**src/rtl/spi_rx_fifo_pkg.sv**
```systemverilog
// Shared definitions for the SPI slave receive path: link mode constants,
// default word width and receive FSM state encodings.
package spi_rx_fifo_pkg;

  localparam int SPI_MODE   = 0;
  localparam bit MSB_FIRST  = 1'b1;
  localparam int DATA_W_DEF = 32;

  typedef enum logic {
    ST_IDLE  = 1'b0,
    ST_SHIFT = 1'b1
  } rx_state_e;

endpackage

```
**src/rtl/spi_rx_fifo_sync_fifo.sv**
```systemverilog
// Single-clock first-word-fall-through FIFO. A push while full is accepted only
// when a pop happens in the same cycle; a pop while empty is ignored.
module sync_fifo #(
  parameter int DATA_W = 32,
  parameter int ADDR_W = 4
) (
  input  logic              clk,
  input  logic              rst_n,
  input  logic              push,
  input  logic              pop,
  input  logic [DATA_W-1:0] wr_data,
  output logic [DATA_W-1:0] rd_data,
  output logic              empty,
  output logic              full,
  output logic [ADDR_W:0]   count
);

  localparam int DEPTH = 1 << ADDR_W;
  localparam logic [ADDR_W:0] DEPTH_C = (ADDR_W+1)'(DEPTH);

  logic [DATA_W-1:0] mem [DEPTH];
  logic [ADDR_W-1:0] wr_ptr, rd_ptr;
  logic [ADDR_W:0]   count_nxt;
  logic              do_push, do_pop;

  assign do_pop  = pop & ~empty;
  assign do_push = push & (~full | do_pop);
  assign rd_data = empty ? '0 : mem[rd_ptr];

  always_comb begin
    count_nxt = count;
    if (do_push && !do_pop)      count_nxt = count + 1'b1;
    else if (do_pop && !do_push) count_nxt = count - 1'b1;
  end

  // When full and popping, wr_ptr == rd_ptr: the slot being overwritten is the
  // head that leaves this cycle.
  always_ff @(posedge clk) begin
    if (do_push) mem[wr_ptr] <= wr_data;
  end

  always_ff @(posedge clk or negedge rst_n) begin
    if (!rst_n) begin
      wr_ptr <= '0;
      rd_ptr <= '0;
      count  <= '0;
      empty  <= 1'b1;
      full   <= 1'b0;
    end else begin
      if (do_push) wr_ptr <= wr_ptr + 1'b1;
      if (do_pop)  rd_ptr <= rd_ptr + 1'b1;
      count <= count_nxt;
      empty <= (count_nxt == '0);
      full  <= (count_nxt == DEPTH_C);
    end
  end

endmodule

```
**src/rtl/spi_rx_fifo.sv**
```systemverilog
// SPI mode-0 slave receiver: synchronizes sck/mosi/ss into clk, deserializes
// MSB-first words into a FIFO and raises spi_block when the FIFO is nearly full.
//
// state    | meaning
// ST_IDLE  | waiting for a synchronized ss falling edge; sck ignored
// ST_SHIFT | frame active; shifting mosi on each sck rise, pushing every DATA_W bits
module spi_rx_fifo
  import spi_rx_fifo_pkg::*;
#(
  parameter int DATA_W   = DATA_W_DEF,
  parameter int ADDR_W   = 4,
  parameter int BLOCK_TH = 4
) (
  input  logic              clk,
  input  logic              rst_n,
  input  logic              sck,
  input  logic              mosi,
  input  logic              ss,
  input  logic              rd_en,
  input  logic              clr_flags,
  output logic [DATA_W-1:0] rd_data,
  output logic              empty,
  output logic              full,
  output logic [ADDR_W:0]   count,
  output logic              spi_block,
  output logic              ovf,
  output logic              frame_err
);

  localparam int CNT_W = $clog2(DATA_W);
  localparam logic [CNT_W-1:0] LAST_BIT = CNT_W'(DATA_W - 1);
  localparam logic [ADDR_W:0]  DEPTH_C  = (ADDR_W+1)'(1 << ADDR_W);
  localparam logic [ADDR_W:0]  TH_C     = (ADDR_W+1)'(BLOCK_TH);

  logic [2:0]        sck_sync, ss_sync;
  logic [1:0]        mosi_sync;
  logic              sck_rise, ss_fall, ss_rise, mosi_s;
  rx_state_e         state;
  logic [CNT_W-1:0]  bit_cnt;
  logic [DATA_W-1:0] shreg;
  logic              push_r, drop, part_err;

  // ss flops reset low so a master already holding ss low at release shows no edge.
  always_ff @(posedge clk or negedge rst_n) begin
    if (!rst_n) begin
      sck_sync  <= '0;
      ss_sync   <= '0;
      mosi_sync <= '0;
    end else begin
      sck_sync  <= {sck_sync[1:0], sck};
      ss_sync   <= {ss_sync[1:0], ss};
      mosi_sync <= {mosi_sync[0], mosi};
    end
  end

  assign sck_rise = sck_sync[1] & ~sck_sync[2];
  assign ss_fall  = ~ss_sync[1] & ss_sync[2];
  assign ss_rise  = ss_sync[1] & ~ss_sync[2];
  assign mosi_s   = mosi_sync[1];
  assign part_err = (state == ST_SHIFT) & ss_rise & (bit_cnt != '0);

  always_ff @(posedge clk or negedge rst_n) begin
    if (!rst_n) begin
      state   <= ST_IDLE;
      bit_cnt <= '0;
      shreg   <= '0;
      push_r  <= 1'b0;
    end else begin
      push_r <= 1'b0;
      case (state)
        ST_IDLE: begin
          if (ss_fall) begin
            state   <= ST_SHIFT;
            bit_cnt <= '0;
          end
        end
        ST_SHIFT: begin
          if (ss_rise) begin
            state   <= ST_IDLE;
            bit_cnt <= '0;
          end else if (sck_rise) begin
            shreg <= {shreg[DATA_W-2:0], mosi_s};
            if (bit_cnt == LAST_BIT) begin
              bit_cnt <= '0;
              push_r  <= 1'b1;
            end else begin
              bit_cnt <= bit_cnt + 1'b1;
            end
          end
        end
        default: state <= ST_IDLE;
      endcase
    end
  end

  // shreg holds the completed word for the push cycle; sck is far slower than clk.
  sync_fifo #(.DATA_W(DATA_W), .ADDR_W(ADDR_W)) u_fifo (
    .clk     (clk),
    .rst_n   (rst_n),
    .push    (push_r),
    .pop     (rd_en),
    .wr_data (shreg),
    .rd_data (rd_data),
    .empty   (empty),
    .full    (full),
    .count   (count)
  );

  assign drop = push_r & full & ~rd_en;

  always_ff @(posedge clk or negedge rst_n) begin
    if (!rst_n) begin
      spi_block <= 1'b0;
      ovf       <= 1'b0;
      frame_err <= 1'b0;
    end else begin
      spi_block <= (DEPTH_C - count) < TH_C;
      ovf       <= drop | (ovf & ~clr_flags);
      frame_err <= part_err | (frame_err & ~clr_flags);
    end
  end

endmodule

```
**config.mk**
```make
export PLATFORM = sky130hd
export DESIGN_NAME = spi_rx_fifo
export DESIGN_NICKNAME = d
export VERILOG_FILES = /design/src/rtl/spi_rx_fifo_pkg.sv /design/src/rtl/spi_rx_fifo_sync_fifo.sv /design/src/rtl/spi_rx_fifo.sv
export SDC_FILE = /design/constraint.sdc
export NUM_CORES = 1
export LEC_CHECK = 0
export ABC_CLOCK_PERIOD_IN_PS = 6700
export BUFFER_PORTS_ARGS = -buffer_cell sky130_fd_sc_hd__clkbuf_2
export CORE_MARGIN = 10
export CORE_UTILIZATION = 30
export DETAILED_ROUTE_END_ITERATION = 16
export GPL_ROUTABILITY_DRIVEN = 0
export PLACE_DENSITY_LB_ADDON = 0.05
export REMOVE_ABC_BUFFERS = 1
export SLEW_MARGIN = 0
export SYNTH_ARGS = -nofsm -noshare
export SYNTH_HDL_FRONTEND = slang
export SYNTH_HIERARCHICAL = 1
export SYNTH_SLANG_ARGS = --single-unit
```
**constraint.sdc**
```tcl
create_clock -name clk -period 6.7 [get_ports clk]
set_input_delay 0 -clock clk [delete_from_list [all_inputs] [get_ports clk]]
set_output_delay 0 -clock clk [all_outputs]
set_load 0.05 [all_outputs]
```
==> results of run 1 <==
-- worst max path at each step --
stage / end / slack (ps) / cells past startpoint
floorplan: rd_data[10] / 780 / 4
detailed placement: u_fifo/mem[5][7]$_DFFE_PP_ / 3500 / 5
global route: rd_data[5] / 2760 / 5
CTS: rd_data[5] / 2870 / 5
global placement: rd_data[30] / 3540 / 6
finish: rd_data[30] / 3080 / 6
-- per-stage QoR --
stage | setup slack [ps] | area [sq um] | power, W
after floorplan | 785 | 22100 | 0.00613
after global placement | 3540 | 23700 | 0.00693
after detailed placement | 3500 | 23700 | 0.00692
after CTS | 2870 | 26000 | 0.0106
after global routing | 2760 | 26000 | 0.0109
final | 3080 | 26000 | 0.0104
-- sequential cells by signal, summed over array words and instances (netlist names), 2 cells and up --
| name | cells |
|---|---|
| bit_cnt | 5 |
| mosi_sync | 2 |
| sck_sync | 3 |
| shreg | 32 |
| ss_sync | 3 |
| u_fifo/count | 5 |
| u_fifo/mem | 512 |
| u_fifo/rd_ptr | 4 |
| u_fifo/wr_ptr | 4 |
-- logic make-up (layout without fill, tap and decap cells) --
kind of cell / after synthesis / in the layout / share of synthesized area (%)
compound gates: 95 / 95 / 2.67
xor+xnor: 10 / 10 / 0.425
fa+ha+maj: 10 / 10 / 0.559
buf+inv: 64 / 209 / 1.53
flops: 577 / 577 / 75.9
mux: 228 / 228 / 16.1
simple gates: 104 / 104 / 2.74
-- cell usage in the layout (no fill, tap or decap), drive strengths merged, types with 2 or more instances in the layout --
| cell type | n |
|---|---|
| edfxtp | 512 |
| clkbuf | 150 |
| mux4 | 99 |
| mux2 | 74 |
| dfrtp | 64 |
| mux2i | 55 |
| o22ai | 41 |
| nor2 | 24 |
| nand2 | 23 |
| o21ai | 23 |
| buf | 17 |
| clkinv | 17 |
| a22oi | 13 |
| inv | 13 |
| ha | 10 |
| or3 | 9 |
| xnor2 | 9 |
| and3 | 9 |
| dlygate4sd3 | 8 |
| a21oi | 7 |
| nor2b | 5 |
| nand2b | 5 |
| nand4 | 4 |
| and4 | 4 |
| nor3b | 4 |
| nor4b | 3 |
| a31oi | 3 |
| bufinv | 3 |
| and2 | 3 |
| a41oi | 3 |
| o211ai | 2 |
| nor4 | 2 |
| or2 | 2 |
| nand3 | 2 |
| nor3 | 2 |
-- cell type report --
class                           count  area (sq um)
Timing Repair Buffer               72           468
Inverter                           12          45.0
Fill cell                        6912         48200
Clock inverter                     22           185
Multi-Input combinational cell    447          5070
Clock buffer                      103          2020
Sequential cell                   577         17000
Tap cell                          969          1210
-- timing repair --
action	CTS	global route
endpoints found under the setup margin	0	0
hold endpoints to repair	75	0
hold buffers	9	0
-- metal layers --
layer	vias up	GRT usage (%)	share of wire [%]
met5	-	0	0
met4	0	3.63	1.6
met3	65	2.24	3.5
met2	160	21.2	48
met1	5709	17.5	47
li1	4643	-	-
-- power by group --
group          internal [W]  switching, W
Combinational      0.000804       0.00164
Clock               0.00220       0.00142
Sequential          0.00404      0.000276
==> results.sh, run 1 <==
export IMPL_grt_pass1_wl_um=81600
export IMPL_pwr_density_cell_nw_per_um2=399
export IMPL_path_cells="buf_4, mux4_2, o21a_1, nor3_1, a21oi_1, clkbuf_2"
export IMPL_dp_hpwl_um=29600
export IMPL_final_cells=2202
export IMPL_grt_max_degree=86
export IMPL_synth_area_sq_um=22400
export IMPL_num_rows=100
export IMPL_rsz0062_at_grt="no"
export IMPL_firstDrtPassIters=5
export IMPL_cts_root_buf="clkbuf_16"
export IMPL_relSlewSlack_pct=11.0
export IMPL_status="complete, no violations"
export IMPL_hold_depth=2
export IMPL_fin_crit_ps=3620
export IMPL_yosysTopAreaCell="edfxtp_1"
export IMPL_post_cts_buffers=0
export IMPL_hold_path_class="primary input to flip-flop"
export IMPL_path_class="flip-flop to output port"
export IMPL_crit_path_max_fanout=37
export IMPL_worst_pin_slew_ps=1330
export IMPL_end_kind="output port"
export IMPL_initial_core_util_pct=30.2
export IMPL_ant_nets=0
export IMPL_synth_ff_latch_count=577
export IMPL_ys_top_cells_by_count="edfxtp_1 (512), mux4_2 (99), mux2_2 (74), dfrtp_1 (64), mux2i_1 (55)"
export IMPL_r2r_end="u_fifo/mem[5][27]$_DFFE_PP_"
export IMPL_p_leak_nw=8.83
export IMPL_nets=1196
export IMPL_cts_buffers=69
export IMPL_fp_dieW_um=293
export IMPL_cts_sinks=577
export IMPL_synth_async_sr_flop_share_pct=11.3
export IMPL_vias=10600
export IMPL_worstSetupStartpoint="u_fifo/rd_ptr[0]$_DFFE_PN0P_"
export IMPL_final_util_pct=35.1
export IMPL_n_antenna_cell=0
export IMPL_slew_violations=0
export IMPL_clk_pin_slew_worst_paths_ps=60
export IMPL_synth_ff_type="edfxtp_1"
export IMPL_crit_family="buffers and inverters"
export IMPL_drive_above_1_share_pct=30.0
export IMPL_rrSetupSlack_ps=3450
export IMPL_critPathBufInv=2
export IMPL_hold_viol_final=0
export IMPL_ir_drop_mv=0.230
export IMPL_synth_edf_count=512
export IMPL_cp_required_ps=6700
export IMPL_synthTopCellsByArea="edfxtp_1 (69%), mux4_2 (10%), dfrtp_1 (7.2%)"
export IMPL_synth_cells=1088
export IMPL_first_iter_violations=568
export IMPL_reg2reg_depth=5
export IMPL_crit_arrival_ps=3620
export IMPL_cts_resized=0
export IMPL_tns_ps=0
export IMPL_htreeDepth=3
export IMPL_r2r_start="u_fifo/empty$_DFF_PN1_"
export IMPL_io_buffers=48
export IMPL_ys_types=53
export IMPL_critPathLaunchType="flip-flop"
export IMPL_holdWs_ps=61.8
export IMPL_final_period_utilization_pct=54.1
export IMPL_routed_via_density=4.80
export IMPL_max_stage_delay_ps=910
export IMPL_clock_skew_ps=17.4
export IMPL_setup_viol=0
export IMPL_cts_buffer_depth=3
export IMPL_synthMostInstantiatedCell="edfxtp_1"
export IMPL_coreArea_sq_um=74200
export IMPL_gr_total_overflow=0
export IMPL_die_y_um=293
export IMPL_holdPathEnd="ss_sync[0]$_DFF_PN0_"
export IMPL_die_area_sq_um=86000
export IMPL_maxCapViolCount=0
export IMPL_drc_errors=0
export IMPL_grtUsageTotal_pct=12.9
export IMPL_ioPinCount=49
export IMPL_cp_slowest_cell="dfrtp_4"
export IMPL_max_freq_mhz=276
export IMPL_synth_top_area_share_pct=68.7
export IMPL_yosysWarningCount=6
export IMPL_ys_seq_area_share_pct=75.9
export IMPL_hp_start="ss"
export IMPL_grt_pass1_vias=11500
export IMPL_antenna_found_initial=1
export IMPL_routedWlPerCell_um=25.0
export IMPL_tritoncts="built"
export IMPL_place_inst=2068
export IMPL_routed_wl_um=55100
export IMPL_avgSynthCellArea_sq_um=20.6
export IMPL_areaGrowthSynthToFinish_pct=16.2
export IMPL_clk_latency_ps=590
No activity file was read; power rests on OpenSTA's default activity.
==> inputs of run 2 (changes only) <==
--- a/config.mk
+++ b/config.mk
@@ -5,7 +5,7 @@
 export SDC_FILE = /design/constraint.sdc
 export NUM_CORES = 1
 export LEC_CHECK = 0
-export ABC_CLOCK_PERIOD_IN_PS = 6700
+export ABC_CLOCK_PERIOD_IN_PS = 3500
 export BUFFER_PORTS_ARGS = -buffer_cell sky130_fd_sc_hd__clkbuf_2
 export CORE_MARGIN = 10
 export CORE_UTILIZATION = 30
==> constraint.sdc (replaced) <==
create_clock -name clk -period 3.5 [get_ports clk]
set_input_delay 0 -clock clk [delete_from_list [all_inputs] [get_ports clk]]
set_output_delay 0 -clock clk [all_outputs]
set_load 0.05 [all_outputs]
==> run 2 against run 1 <==
Sequential cell count stayed put; clock power is 84% higher; sequential share of layout area is 0.60 points lower; final area is 0.93% higher; sequential power is 89% higher; clock-buffer cell count is 5 lower; first-iteration DRC count is 40% higher; hold slack worse by 2.9 ps; cell count is 1.2% higher; core utilization is 0.33 points higher; critical path depth is 2 higher; global-route usage is 0.95 points higher; critical endpoint unchanged; largest power group unchanged.
==> results.sh, run 2 (synthesis results as in run 1) <==
export IMPL_areaGrowthSynthToFinish_pct=17.3
export IMPL_largest_register="u_fifo/mem"
export IMPL_routed_via_density=4.83
export IMPL_fin_crit_ps=3130
export IMPL_clk_pin_slew_worst_paths_ps=50
export IMPL_path_cells="buf_4, or2_2, buf_4, a31oi_1, o21ai_0, buf_4, a21oi_1, clkbuf_2"
export IMPL_path_class="flip-flop to output port"
export IMPL_place_inst=2100
export IMPL_r2r_start="u_fifo/empty$_DFF_PN1_"
export IMPL_cts_root_buf="clkbuf_16"
export IMPL_ir_drop_mv=0.384
export IMPL_relSlewSlack_pct=41.5
export IMPL_crit_path_max_fanout=12
export IMPL_gr_total_overflow=0
export IMPL_htreeDepth=3
export IMPL_final_period_utilization_pct=89.3
export IMPL_grt_max_degree=55
export IMPL_cts_resized=0
export IMPL_ioPinCount=49
export IMPL_n_antenna_cell=0
export IMPL_cp_required_ps=3500
export IMPL_cts_buffers=68
export IMPL_slew_violations=0
export IMPL_hold_path_class="primary input to flip-flop"
export IMPL_critPathLaunchType="flip-flop"
export IMPL_clk_latency_ps=600
export IMPL_status="complete, no violations"
export IMPL_maxCapViolCount=0
export IMPL_final_cells=2229
export IMPL_reg2reg_depth=5
export IMPL_die_area_sq_um=86000
export IMPL_max_freq_mhz=320
export IMPL_coreArea_sq_um=74200
export IMPL_hold_depth=2
export IMPL_dpl_instance_area_sq_um=24100
export IMPL_final_cell_mix="edfxtp_1 (512), mux4_2 (99), mux2_2 (74)"
export IMPL_die_y_um=293
export IMPL_dp_hpwl_um=33700
export IMPL_end_kind="output port"
export IMPL_clock_skew_ps=20.8
export IMPL_tritoncts="built"
export IMPL_r2r_end="u_fifo/mem[14][26]$_DFFE_PP_"
export IMPL_holdWs_ps=58.9
export IMPL_drive_above_1_share_pct=31.0
export IMPL_tns_ps=0
export IMPL_crit_arrival_ps=3130
export IMPL_rsz0062_at_grt="no"
export IMPL_nets=1227
export IMPL_fin_area_sq_um=26300
export IMPL_setup_viol=0
export IMPL_max_stage_delay_ps=540
export IMPL_cts_buffer_depth=3
export IMPL_num_rows=100
export IMPL_hp_start="ss"
export IMPL_routed_wl_um=58700
export IMPL_cpMostUsedCell="buf_4"
export IMPL_top_regs="u_fifo/mem (512), shreg (32)"
export IMPL_fp_dieW_um=293
export IMPL_grt_pass1_wl_um=86000
export IMPL_initial_core_util_pct=30.2
export IMPL_critPathBufInv=4
export IMPL_grt_pass1_vias=11700
export IMPL_worst_pin_slew_ps=875
export IMPL_firstDrtPassIters=5
export IMPL_rrSetupSlack_ps=1010
export IMPL_grtUsageTotal_pct=13.9
export IMPL_holdBufCountCts=9
export IMPL_largest_register_ff_count=512
export IMPL_hold_viol_final=0
export IMPL_antenna_found_initial=0
export IMPL_cts_sinks=577
export IMPL_crit_family="buffers and inverters"
export IMPL_pwr_density_cell_nw_per_um2=753
export IMPL_ant_nets=0
export IMPL_drc_errors=0
export IMPL_layout_commonest_cell="edfxtp_1"
export IMPL_cp_slowest_cell="or2_2"
export IMPL_vias=10800
export IMPL_first_iter_violations=798
export IMPL_io_buffers=48
export IMPL_holdPathEnd="ss_sync[0]$_DFF_PN0_"
export IMPL_post_cts_buffers=0
export IMPL_routedWlPerCell_um=26.3
export IMPL_p_leak_nw=8.96
[run 2: area by class of cell]
type | count | area, sq um
well taps | 969 | 1210
fillers | 6945 | 47900
clock buffers | 98 | 1900
multi-input cells | 447 | 5070
flip-flops and latches | 577 | 17000
inverters | 12 | 45.0
clock inverters | 22 | 181
repair buffers | 104 | 836
[run 2: layer usage]
layer  GRT usage (%)  share of wire (%)  wire (um)  vias up
met4            3.90                1.7       1020        0
met2            22.3                 48      28300      188
met1            19.1                 46      27200     5796
met5               0                  0          0        -
li1                -                  -          -     4700
met3            2.46                3.8       2250       77
[run 2: where the power goes]
group / internal, W / switching (W) / leakage [nW]
logic: 0.00166 / 0.00329 / 2.31
clock network: 0.00398 / 0.00269 / 1.01
registers: 0.00773 / 0.000434 / 5.63
total: 0.0134 / 0.00641 / 8.96
[run 2: worst max path at each step]
stage,startpoint,to,slack (ps),cells past startpoint
detailed placement,u_fifo/empty$_DFF_PN1_,rd_data[30],920,8
floorplan,u_fifo/rd_ptr[1]$_DFFE_PN0P_,rd_data[10],-2420,4
finish,u_fifo/empty$_DFF_PN1_,rd_data[30],370,8
CTS,u_fifo/empty$_DFF_PN1_,rd_data[30],280,8
global route,u_fifo/rd_ptr[0]$_DFFE_PN0P_,rd_data[31],250,5
global placement,u_fifo/empty$_DFF_PN1_,rd_data[30],920,8
[run 2: worst register-to-register path, cell delays in order, from the launching register on]
cell	delay, ps
dfstp_2	360
nand2b_1	180
a21boi_1	620
buf_4	270
and4_2	240
buf_4	440
[run 2: per-stage QoR]
stage	utilization (%)	total power (W)	worst slack, ps
2_1_floorplan	-	0.0117	-2420
3_3_place_gp	32.5	0.0135	918
3_5_place_dp	32.5	0.0135	922
4_1_cts	35.4	0.0202	280
5_1_grt	35.4	0.0208	252
6_report	35.4	0.0198	373
